==> src/rtl/flash_bus_arbiter_pkg.sv <==
`default_nettype none
// +-------------------------------------------------------------------------+
// | flash_bus_arbiter_pkg: shared types and widths for the flash arbiter    |
// | Revision: 1.0                                                           |
// +-------------------------------------------------------------------------+
package flash_bus_arbiter_pkg;

  typedef enum logic [1:0] {
    FA_IDLE = 2'd0,
    FA_WAIT = 2'd1,
    FA_DONE = 2'd2
  } flash_arb_state_t;

  localparam int FLASH_ADDR_W = 23;
  localparam int FLASH_DATA_W = 8;

endpackage
`default_nettype wire

==> src/rtl/flash_bus_arbiter_if.sv <==
`default_nettype none
// +-------------------------------------------------------------------------+
// | flash_bus_arbiter_if: requester bundle plus the shared flash port       |
// | Revision: 1.0                                                           |
// +-------------------------------------------------------------------------+
interface flash_bus_arbiter_if
  import flash_bus_arbiter_pkg::*;
#(
  parameter int N_REQ = 2
);
  localparam int GW = $clog2(N_REQ);

  logic [N_REQ-1:0]              rq_ce;
  logic [N_REQ-1:0]              rq_we;
  logic [N_REQ*FLASH_ADDR_W-1:0] rq_base_addr;
  logic [N_REQ*FLASH_ADDR_W-1:0] rq_addr;
  logic [N_REQ*FLASH_DATA_W-1:0] rq_data;
  logic [FLASH_DATA_W-1:0]       rq_q;
  logic [N_REQ-1:0]              rq_valid;
  logic [FLASH_ADDR_W-1:0]       fl_base_addr;
  logic [FLASH_ADDR_W-1:0]       fl_addr;
  logic [FLASH_DATA_W-1:0]       fl_data_to_flash;
  logic                          fl_we;
  logic                          fl_ce;
  logic [FLASH_DATA_W-1:0]       fl_data_from_flash;
  logic                          fl_data_valid;
  logic [GW-1:0]                 grant;
  logic                          timeout_err;

  modport slave (
    input  rq_ce, rq_we, rq_base_addr, rq_addr, rq_data,
    input  fl_data_from_flash, fl_data_valid,
    output rq_q, rq_valid, fl_base_addr, fl_addr, fl_data_to_flash,
    output fl_we, fl_ce, grant, timeout_err
  );

  modport master (
    output rq_ce, rq_we, rq_base_addr, rq_addr, rq_data,
    output fl_data_from_flash, fl_data_valid,
    input  rq_q, rq_valid, fl_base_addr, fl_addr, fl_data_to_flash,
    input  fl_we, fl_ce, grant, timeout_err
  );

endinterface
`default_nettype wire

==> src/rtl/flash_rr_pick.sv <==
`default_nettype none
// +-------------------------------------------------------------------------+
// | flash_rr_pick: combinational round-robin selector above last_grant      |
// | Revision: 1.0                                                           |
// +-------------------------------------------------------------------------+
module flash_rr_pick #(
  parameter int N_REQ = 2,
  parameter int GW    = $clog2(N_REQ)
) (
  input  wire logic [N_REQ-1:0] req,
  input  wire logic [GW-1:0]    last_grant,
  output logic                  hit,
  output logic [GW-1:0]         index
);

  // Scan from the farthest offset down so the nearest set bit above last_grant wins.
  always_comb begin
    hit   = 1'b0;
    index = '0;
    for (int k = N_REQ; k >= 1; k--) begin
      logic [GW-1:0] w_cand;
      w_cand = GW'((int'(last_grant) + k) % N_REQ);
      if (req[w_cand]) begin
        hit   = 1'b1;
        index = w_cand;
      end
    end
  end

endmodule
`default_nettype wire

==> src/rtl/flash_bus_arbiter.sv <==
`default_nettype none
// +-------------------------------------------------------------------------+
// | flash_bus_arbiter: round-robin sharing of one flash port, with timeout  |
// | Revision: 1.0                                                           |
// +-------------------------------------------------------------------------+
module flash_bus_arbiter
  import flash_bus_arbiter_pkg::*;
#(
  parameter int N_REQ   = 2,
  parameter int TIMEOUT = 1023
) (
  input  wire logic           clk,
  input  wire logic           reset,
  flash_bus_arbiter_if.slave  bus
);
  localparam int GW = $clog2(N_REQ);
  // A zero TIMEOUT still needs a 1-bit counter to keep the datapath legal.
  localparam int TW = (TIMEOUT > 0) ? $clog2(TIMEOUT + 1) : 1;
  localparam logic [TW-1:0] C_TO_LAST = (TIMEOUT > 0) ? TW'(TIMEOUT - 1) : '0;

  flash_arb_state_t        r_state, w_state_n;
  logic [GW-1:0]           r_grant, w_grant_n;
  logic [GW-1:0]           r_last, w_last_n;
  logic [TW-1:0]           r_cnt, w_cnt_n;
  logic [FLASH_DATA_W-1:0] r_q, w_q_n;
  logic [N_REQ-1:0]        r_valid, w_valid_n;
  logic [FLASH_ADDR_W-1:0] r_base, w_base_n;
  logic [FLASH_ADDR_W-1:0] r_addr, w_addr_n;
  logic [FLASH_DATA_W-1:0] r_data, w_data_n;
  logic                    r_we, w_we_n;
  logic                    r_ce, w_ce_n;
  logic                    r_terr, w_terr_n;
  logic                    w_hit;
  logic [GW-1:0]           w_idx;
  logic                    w_to;

  flash_rr_pick #(.N_REQ(N_REQ), .GW(GW)) u_pick (
    .req        (bus.rq_ce),
    .last_grant (r_last),
    .hit        (w_hit),
    .index      (w_idx)
  );

  assign w_to = (TIMEOUT != 0) && (r_cnt == C_TO_LAST);

  always_comb begin
    w_state_n = r_state;
    w_grant_n = r_grant;
    w_last_n  = r_last;
    w_cnt_n   = r_cnt;
    w_q_n     = r_q;
    w_valid_n = '0;
    w_base_n  = r_base;
    w_addr_n  = r_addr;
    w_data_n  = r_data;
    w_we_n    = r_we;
    w_ce_n    = r_ce;
    w_terr_n  = r_terr;
    case (r_state)
      FA_IDLE: begin
        w_ce_n = 1'b0;
        if (w_hit) begin
          w_grant_n = w_idx;
          w_last_n  = w_idx;
          w_base_n  = bus.rq_base_addr[w_idx*FLASH_ADDR_W +: FLASH_ADDR_W];
          w_addr_n  = bus.rq_addr[w_idx*FLASH_ADDR_W +: FLASH_ADDR_W];
          w_data_n  = bus.rq_data[w_idx*FLASH_DATA_W +: FLASH_DATA_W];
          w_we_n    = bus.rq_we[w_idx];
          w_ce_n    = 1'b1;
          w_cnt_n   = '0;
          w_state_n = FA_WAIT;
        end
      end
      FA_WAIT: begin
        w_cnt_n = r_cnt + TW'(1);
        // A flash ack in the timeout cycle wins: real data, no error.
        if (bus.fl_data_valid) begin
          if (!r_we) w_q_n = bus.fl_data_from_flash;
          w_valid_n[r_grant] = 1'b1;
          w_ce_n    = 1'b0;
          w_we_n    = 1'b0;
          w_state_n = FA_DONE;
        end else if (w_to) begin
          w_q_n     = 8'hFF;
          w_valid_n[r_grant] = 1'b1;
          w_ce_n    = 1'b0;
          w_we_n    = 1'b0;
          w_terr_n  = 1'b1;
          w_state_n = FA_DONE;
        end
      end
      FA_DONE: w_state_n = FA_IDLE;
      default: w_state_n = FA_IDLE;
    endcase
  end

  always_ff @(posedge clk or posedge reset) begin
    if (reset) begin
      r_state <= FA_IDLE;
      r_grant <= '0;
      r_last  <= GW'(N_REQ - 1);
      r_cnt   <= '0;
      r_q     <= '0;
      r_valid <= '0;
      r_base  <= '0;
      r_addr  <= '0;
      r_data  <= '0;
      r_we    <= 1'b0;
      r_ce    <= 1'b0;
      r_terr  <= 1'b0;
    end else begin
      r_state <= w_state_n;
      r_grant <= w_grant_n;
      r_last  <= w_last_n;
      r_cnt   <= w_cnt_n;
      r_q     <= w_q_n;
      r_valid <= w_valid_n;
      r_base  <= w_base_n;
      r_addr  <= w_addr_n;
      r_data  <= w_data_n;
      r_we    <= w_we_n;
      r_ce    <= w_ce_n;
      r_terr  <= w_terr_n;
    end
  end

  assign bus.rq_q             = r_q;
  assign bus.rq_valid         = r_valid;
  assign bus.fl_base_addr     = r_base;
  assign bus.fl_addr          = r_addr;
  assign bus.fl_data_to_flash = r_data;
  assign bus.fl_we            = r_we;
  assign bus.fl_ce            = r_ce;
  assign bus.grant            = r_grant;
  assign bus.timeout_err      = r_terr;

endmodule
`default_nettype wire
==> src/flat_wrapper.sv <==
// flat-port wrapper written by rule: the top's interface ports become plain ports
module flash_bus_arbiter_flat import flash_bus_arbiter_pkg::*;
#(
  parameter int N_REQ   = 2,
  parameter int TIMEOUT = 1023
)
  (clk, reset, bus_rq_ce, bus_rq_we, bus_rq_base_addr, bus_rq_addr, bus_rq_data, bus_fl_data_from_flash, bus_fl_data_valid, bus_rq_q, bus_rq_valid, bus_fl_base_addr, bus_fl_addr, bus_fl_data_to_flash, bus_fl_we, bus_fl_ce, bus_grant, bus_timeout_err);
  flash_bus_arbiter_if #(.N_REQ(N_REQ)) bus_i ();
  input  wire logic clk;
  input  wire logic reset;
  input wire logic [$bits(bus_i.rq_ce)-1:0] bus_rq_ce;
  input wire logic [$bits(bus_i.rq_we)-1:0] bus_rq_we;
  input wire logic [$bits(bus_i.rq_base_addr)-1:0] bus_rq_base_addr;
  input wire logic [$bits(bus_i.rq_addr)-1:0] bus_rq_addr;
  input wire logic [$bits(bus_i.rq_data)-1:0] bus_rq_data;
  input wire logic [$bits(bus_i.fl_data_from_flash)-1:0] bus_fl_data_from_flash;
  input wire logic [$bits(bus_i.fl_data_valid)-1:0] bus_fl_data_valid;
  output wire logic [$bits(bus_i.rq_q)-1:0] bus_rq_q;
  output wire logic [$bits(bus_i.rq_valid)-1:0] bus_rq_valid;
  output wire logic [$bits(bus_i.fl_base_addr)-1:0] bus_fl_base_addr;
  output wire logic [$bits(bus_i.fl_addr)-1:0] bus_fl_addr;
  output wire logic [$bits(bus_i.fl_data_to_flash)-1:0] bus_fl_data_to_flash;
  output wire logic [$bits(bus_i.fl_we)-1:0] bus_fl_we;
  output wire logic [$bits(bus_i.fl_ce)-1:0] bus_fl_ce;
  output wire logic [$bits(bus_i.grant)-1:0] bus_grant;
  output wire logic [$bits(bus_i.timeout_err)-1:0] bus_timeout_err;
  assign bus_i.rq_ce = bus_rq_ce;
  assign bus_i.rq_we = bus_rq_we;
  assign bus_i.rq_base_addr = bus_rq_base_addr;
  assign bus_i.rq_addr = bus_rq_addr;
  assign bus_i.rq_data = bus_rq_data;
  assign bus_i.fl_data_from_flash = bus_fl_data_from_flash;
  assign bus_i.fl_data_valid = bus_fl_data_valid;
  assign bus_rq_q = bus_i.rq_q;
  assign bus_rq_valid = bus_i.rq_valid;
  assign bus_fl_base_addr = bus_i.fl_base_addr;
  assign bus_fl_addr = bus_i.fl_addr;
  assign bus_fl_data_to_flash = bus_i.fl_data_to_flash;
  assign bus_fl_we = bus_i.fl_we;
  assign bus_fl_ce = bus_i.fl_ce;
  assign bus_grant = bus_i.grant;
  assign bus_timeout_err = bus_i.timeout_err;
  flash_bus_arbiter #(.N_REQ(N_REQ), .TIMEOUT(TIMEOUT)) u_core (.clk(clk), .reset(reset), .bus(bus_i));
endmodule
==> config.mk <==
export PLATFORM = sky130hd
export DESIGN_NAME = flash_bus_arbiter_flat
export DESIGN_NICKNAME = d
export VERILOG_FILES = /design/src/rtl/flash_bus_arbiter_pkg.sv /design/src/rtl/flash_bus_arbiter_if.sv /design/src/rtl/flash_rr_pick.sv /design/src/rtl/flash_bus_arbiter.sv /design/src/flat_wrapper.sv
export SDC_FILE = /design/constraint.sdc
export NUM_CORES = 1
export LEC_CHECK = 0
export BUFFER_PORTS_ARGS = -buffer_cell sky130_fd_sc_hd__buf_4
export CAP_MARGIN = 20
export CORE_MARGIN = 4
export CORE_UTILIZATION = 49
export CTS_BUF_LIST = sky130_fd_sc_hd__clkbuf_4 sky130_fd_sc_hd__clkbuf_8 sky130_fd_sc_hd__clkbuf_16
export DETAILED_ROUTE_END_ITERATION = 8
export PLACE_DENSITY = 0.81
export SLEW_MARGIN = 20
export SYNTH_ARGS = -nofsm -noshare
export SYNTH_HDL_FRONTEND = slang
export SYNTH_SLANG_ARGS = --single-unit
==> constraint.sdc <==
create_clock -name clk -period 4.76 [get_ports clk]
set_clock_uncertainty 0.2 [all_clocks]
set_input_delay 0.952 -clock clk [delete_from_list [all_inputs] [get_ports clk]]
set_output_delay 0.952 -clock clk [all_outputs]
set_load 0.05 [all_outputs]
==> run_results.csv <==
group,metric,value,unit
detailed_routing,drcViolationCount,0,
power_and_ir_drop,irDropWorstVdd,0.0004199,V
cts,postCtsHoldBufs,0,
global_route,track_usage,21.56,%
layout,layout.filler_cells,531,
detailed_routing,drtIter0Drc,128,
detailed_routing,count_of_tritonroute_iterations_in_the_first_routing_pass,4,
logic_synthesis,synthDominantCellAreaShare,53.60,%
logic_synthesis,ys_types,40,
floorplanning,std_cell_rows,31,
logic_synthesis,synth_async_sr_flop_share,100.0,%
global_route,grt_pass1_wl,15090,µm
global_route,grtUsageMet1,25.83,%
sta,count_of_final_max_slew_check_failures,0,
sta,final_hold_violations,0,
detailed_routing,num_vias,3185,
placed_design,port_buffers,190,
global_route,pin_count_of_the_biggest_net_entering_global_routing,112,
global_route,grt-busiest-layer,"met2",
critical_path,regToRegSetupSlack,2.70,ns
critical_path,timing.critical_path.arrival,2.41,ns
detailed_routing,postRouteAntennaNets,0,
critical_path,critPathMaxFanout,42,
global_route,grt_util_met2,35.92,%
critical_path,worstPathRequired,4.74,ns
power_and_ir_drop,p_per_area,719.0,mW/mm²
power_and_ir_drop,report.power.total,0.003867,W
floorplanning,core_area,0.007331,mm²
cts,clock_insertion_delay_worst_skew,0.33,ns
logic_synthesis,synth-edff-count,0,
layout,layout.cells.most_common,"sky130_fd_sc_hd__buf_4",
global_route,grt_antenna_before_repair,0,
floorplanning,die_width,95.31,µm
sta,slew-limit-headroom,33.45,%
status,status,"completed",
min_path,min_from,"u_core.bus.grant$_DFFE_PP0P_",
sta,final.hold.worst_slack,0.2854,ns
critical_path,slowest_cell_delay_on_critical_path,0.59,ns
critical_path,timing.rr.end,"u_core.bus.fl_addr[22]$_DFFE_PP0P_",
cts,clock-sinks,81,
floorplanning,fp.dieH,95.31,µm
logic_synthesis,synth_cells,345,
min_path,worstHoldPathType,"reg2reg",
layout,final_core_util,73.36,%
min_path,hold_path_depth,1,
floorplanning,initial_core_utilization,50.95,%
logic_synthesis,netlist_area_pre_place,0.003735,mm²
sta,setup_repair_after_global_routing_missed_its_margin,"no",
layout,layout-area-overhead-vs-synth,43.99,%
cts,cts-buffers-inserted,9,
layout,layout-drive-gt1-share,41.13,%
sta,max_freq,0.4115,GHz
cts,cts-root-to-sink-buffers,2,
sta,fin_tns_setup,0,ns
logic_synthesis,synth-seq-cells,81,
run,cap_viol_max_count,0,
critical_path,critical-path-slowest-cell,"sky130_fd_sc_hd__a21boi_4",
critical_path,worst_setup_path_start_kind,"input pin",
cts,clock_tree_from_tritoncts,"yes",
layout,layout_common_cells,"192 x sky130_fd_sc_hd__buf_4, 80 x sky130_fd_sc_hd__dfrtp_1, 59 x sky130_fd_sc_hd__nand2_1, 55 x sky130_fd_sc_hd__mux2i_1, 38 x sky130_fd_sc_hd__o21ai_1",
sta,finalCritPeriodShare,51.05,%
detailed_routing,per_cell_via_count_in_the_routed_design,5.064,
layout,antenna_cells,0,
placed_design,gp_congestion,0.8123,
detailed_routing,wirelength,9883,µm
detailed_routing,post_drt_wl_per_cell,15.71,µm
critical_path,cp_cell_sequence,"buf_4 > a21boi_4 > buf_12 > mux2i_1 > o21ai_0",
logic_synthesis,syn_avg_cell_area,10.83,µm²
global_route,grt_overflow,0,
critical_path,reg2reg_depth,4,
sta,setup_viol,0,
floorplanning,floorplan.die_area,0.009083,mm²
placed_design,dpl.hpwl,7579,µm
cts,cts-htree-levels,3,
global_route,first_global_vias,3264,
logic_synthesis,synth_sequential_area_ratio,54.30,%
min_path,holdPathEnd,"u_core.bus.rq_valid[0]$_DFF_PP0_",
logic_synthesis,synthesis.nets,470,
cts,cts.repair_timing.setup_buffer_count,0,
cts,post_cts_resize_count,0,
sta,layout_min_cycle_time,2.430,ns
global_route,met3_usage,7.498,%
logic_synthesis,cell_type_with_the_highest_aggregate_area_in_the_netlist,"sky130_fd_sc_hd__dfrtp_1",
sta,tightest_slew,0.9983,ns
logic_synthesis,ys_dominant_reg_cell,"sky130_fd_sc_hd__dfrtp_1",
logic_synthesis,ys.warnings.count,0,
critical_path,critical_r2r_launch,"u_core.r_last$_DFFE_PP1P_",
layout,nets,651,
logic_synthesis,ranking_of_synthesized_cells_by_area,"sky130_fd_sc_hd__dfrtp_1 54%, sky130_fd_sc_hd__mux2i_1 15%, sky130_fd_sc_hd__nand2_1 5.9%",
power_and_ir_drop,leakage,2.704,nW
critical_path,criticalPathCategory,"in2reg",
critical_path,end_kind,"register",
cts,path_clk_slew,0.08,ns
floorplanning,io_pins,191,
cts,clock_tree.root_cell,"sky130_fd_sc_hd__clkbuf_8",
-- worst max-delay path: cells and delay by family --
| kind | cells | cell delay (ns) |
|---|---|---|
| muxes | 1 | 0.27 |
| AOI/OAI and AO/OA | 2 | 0.69 |
| buffers and inverters | 2 | 0.47 |
-- synthesized netlist by cell type, types with 3 or more instances --
| cell | number |
|---|---|
| sky130_fd_sc_hd__buf_2 | 10 |
| sky130_fd_sc_hd__nand2_1 | 59 |
| sky130_fd_sc_hd__o21ai_0 | 30 |
| sky130_fd_sc_hd__a21oi_1 | 3 |
| sky130_fd_sc_hd__nand3_1 | 3 |
| sky130_fd_sc_hd__a31oi_1 | 4 |
| sky130_fd_sc_hd__o21ai_1 | 39 |
| sky130_fd_sc_hd__o22a_1 | 8 |
| sky130_fd_sc_hd__mux2i_1 | 55 |
| sky130_fd_sc_hd__nand4_1 | 3 |
| sky130_fd_sc_hd__dfrtp_1 | 80 |
| sky130_fd_sc_hd__buf_8 | 4 |
| sky130_fd_sc_hd__nor2_1 | 4 |
| sky130_fd_sc_hd__clkbuf_1 | 4 |
| sky130_fd_sc_hd__and2_1 | 4 |
-- worst max-delay path by stage --
stage | from | to | cells past startpoint
after floorplan | reset | u_core.bus.fl_addr[0]$_DFFE_PP0P_ | 1
after global placement | bus_rq_ce[0] | u_core.bus.fl_addr[22]$_DFFE_PP0P_ | 5
after detailed placement | bus_rq_ce[1] | u_core.bus.fl_base_addr[5]$_DFFE_PP0P_ | 5
after CTS | bus_rq_ce[1] | u_core.bus.fl_base_addr[18]$_DFFE_PP0P_ | 5
after global routing | bus_rq_ce[1] | u_core.bus.fl_base_addr[5]$_DFFE_PP0P_ | 5
final | bus_rq_ce[1] | u_core.bus.fl_addr[22]$_DFFE_PP0P_ | 5
-- power breakdown --
group | internal, W | total, W | switching (W)
Sequential | 0.000990 | 0.00117 | 0.000184
Combinational | 0.000665 | 0.00219 | 0.00153
Clock | 0.000273 | 0.000502 | 0.000229
-- layout make-up --
| cell class | instances | area (µm²) | share of cell area, % |
|---|---|---|---|
| Clock buffer | 12 | 158.9 | 2.955 |
| Inverter | 2 | 8.758 | 0.1629 |
| Clock inverter | 3 | 40.04 | 0.7445 |
| Sequential cell | 81 | 2028 | 37.72 |
| Multi-Input combinational cell | 239 | 1556 | 28.94 |
| Tap cell | 99 | 123.9 | 2.303 |
| Timing Repair Buffer | 193 | 1461 | 27.18 |
-- routing by layer --
| metal | share of wire (%) | wire length, µm |
|---|---|---|
| met1 | 39 | 3869 |
| met2 | 49 | 4799 |
| met3 | 11 | 1088 |
| met4 | 1.3 | 126 |
| met5 | 0 | 0 |
-- through the flow --
stage	cells	setup slack [ns]	cell area [µm²]
3_3_place_gp	614	2.011	5179
4_1_cts	629	2.319	5378
6_report	629	2.330	5378
3_5_place_dp	614	1.947	5179
2_1_floorplan	345	1.530	3735
5_1_grt	629	2.253	5378
-- state kept, by name, indices dropped and copies added (netlist names) --
register	count
u_core.r_last	1
u_core.bus.rq_valid	2
u_core.bus.timeout_err	1
u_core.r_state	2
u_core.bus.fl_addr	23
u_core.bus.rq_q	8
u_core.bus.fl_base_addr	23
u_core.bus.fl_ce	1
u_core.r_cnt	10
u_core.bus.fl_we	1
u_core.bus.grant	1
u_core.bus.fl_data_to_flash	8
-- cells by family (layout without fill, tap and decap cells) --
group                    Yosys count  after routing  share of synthesized area, %
buffers and inverters             25            210                         4.523
adder cells (fa/ha/maj)            2              2                        0.6699
AND/OR/NAND/NOR                   86             86                         10.62
AO/OA/AOI/OAI                     94             94                         14.67
XOR/XNOR                           2              2                        0.4691
flip-flops                        81             81                         54.30
multiplexers                      55             55                         14.74
No activity file was read; power rests on OpenSTA's default activity.
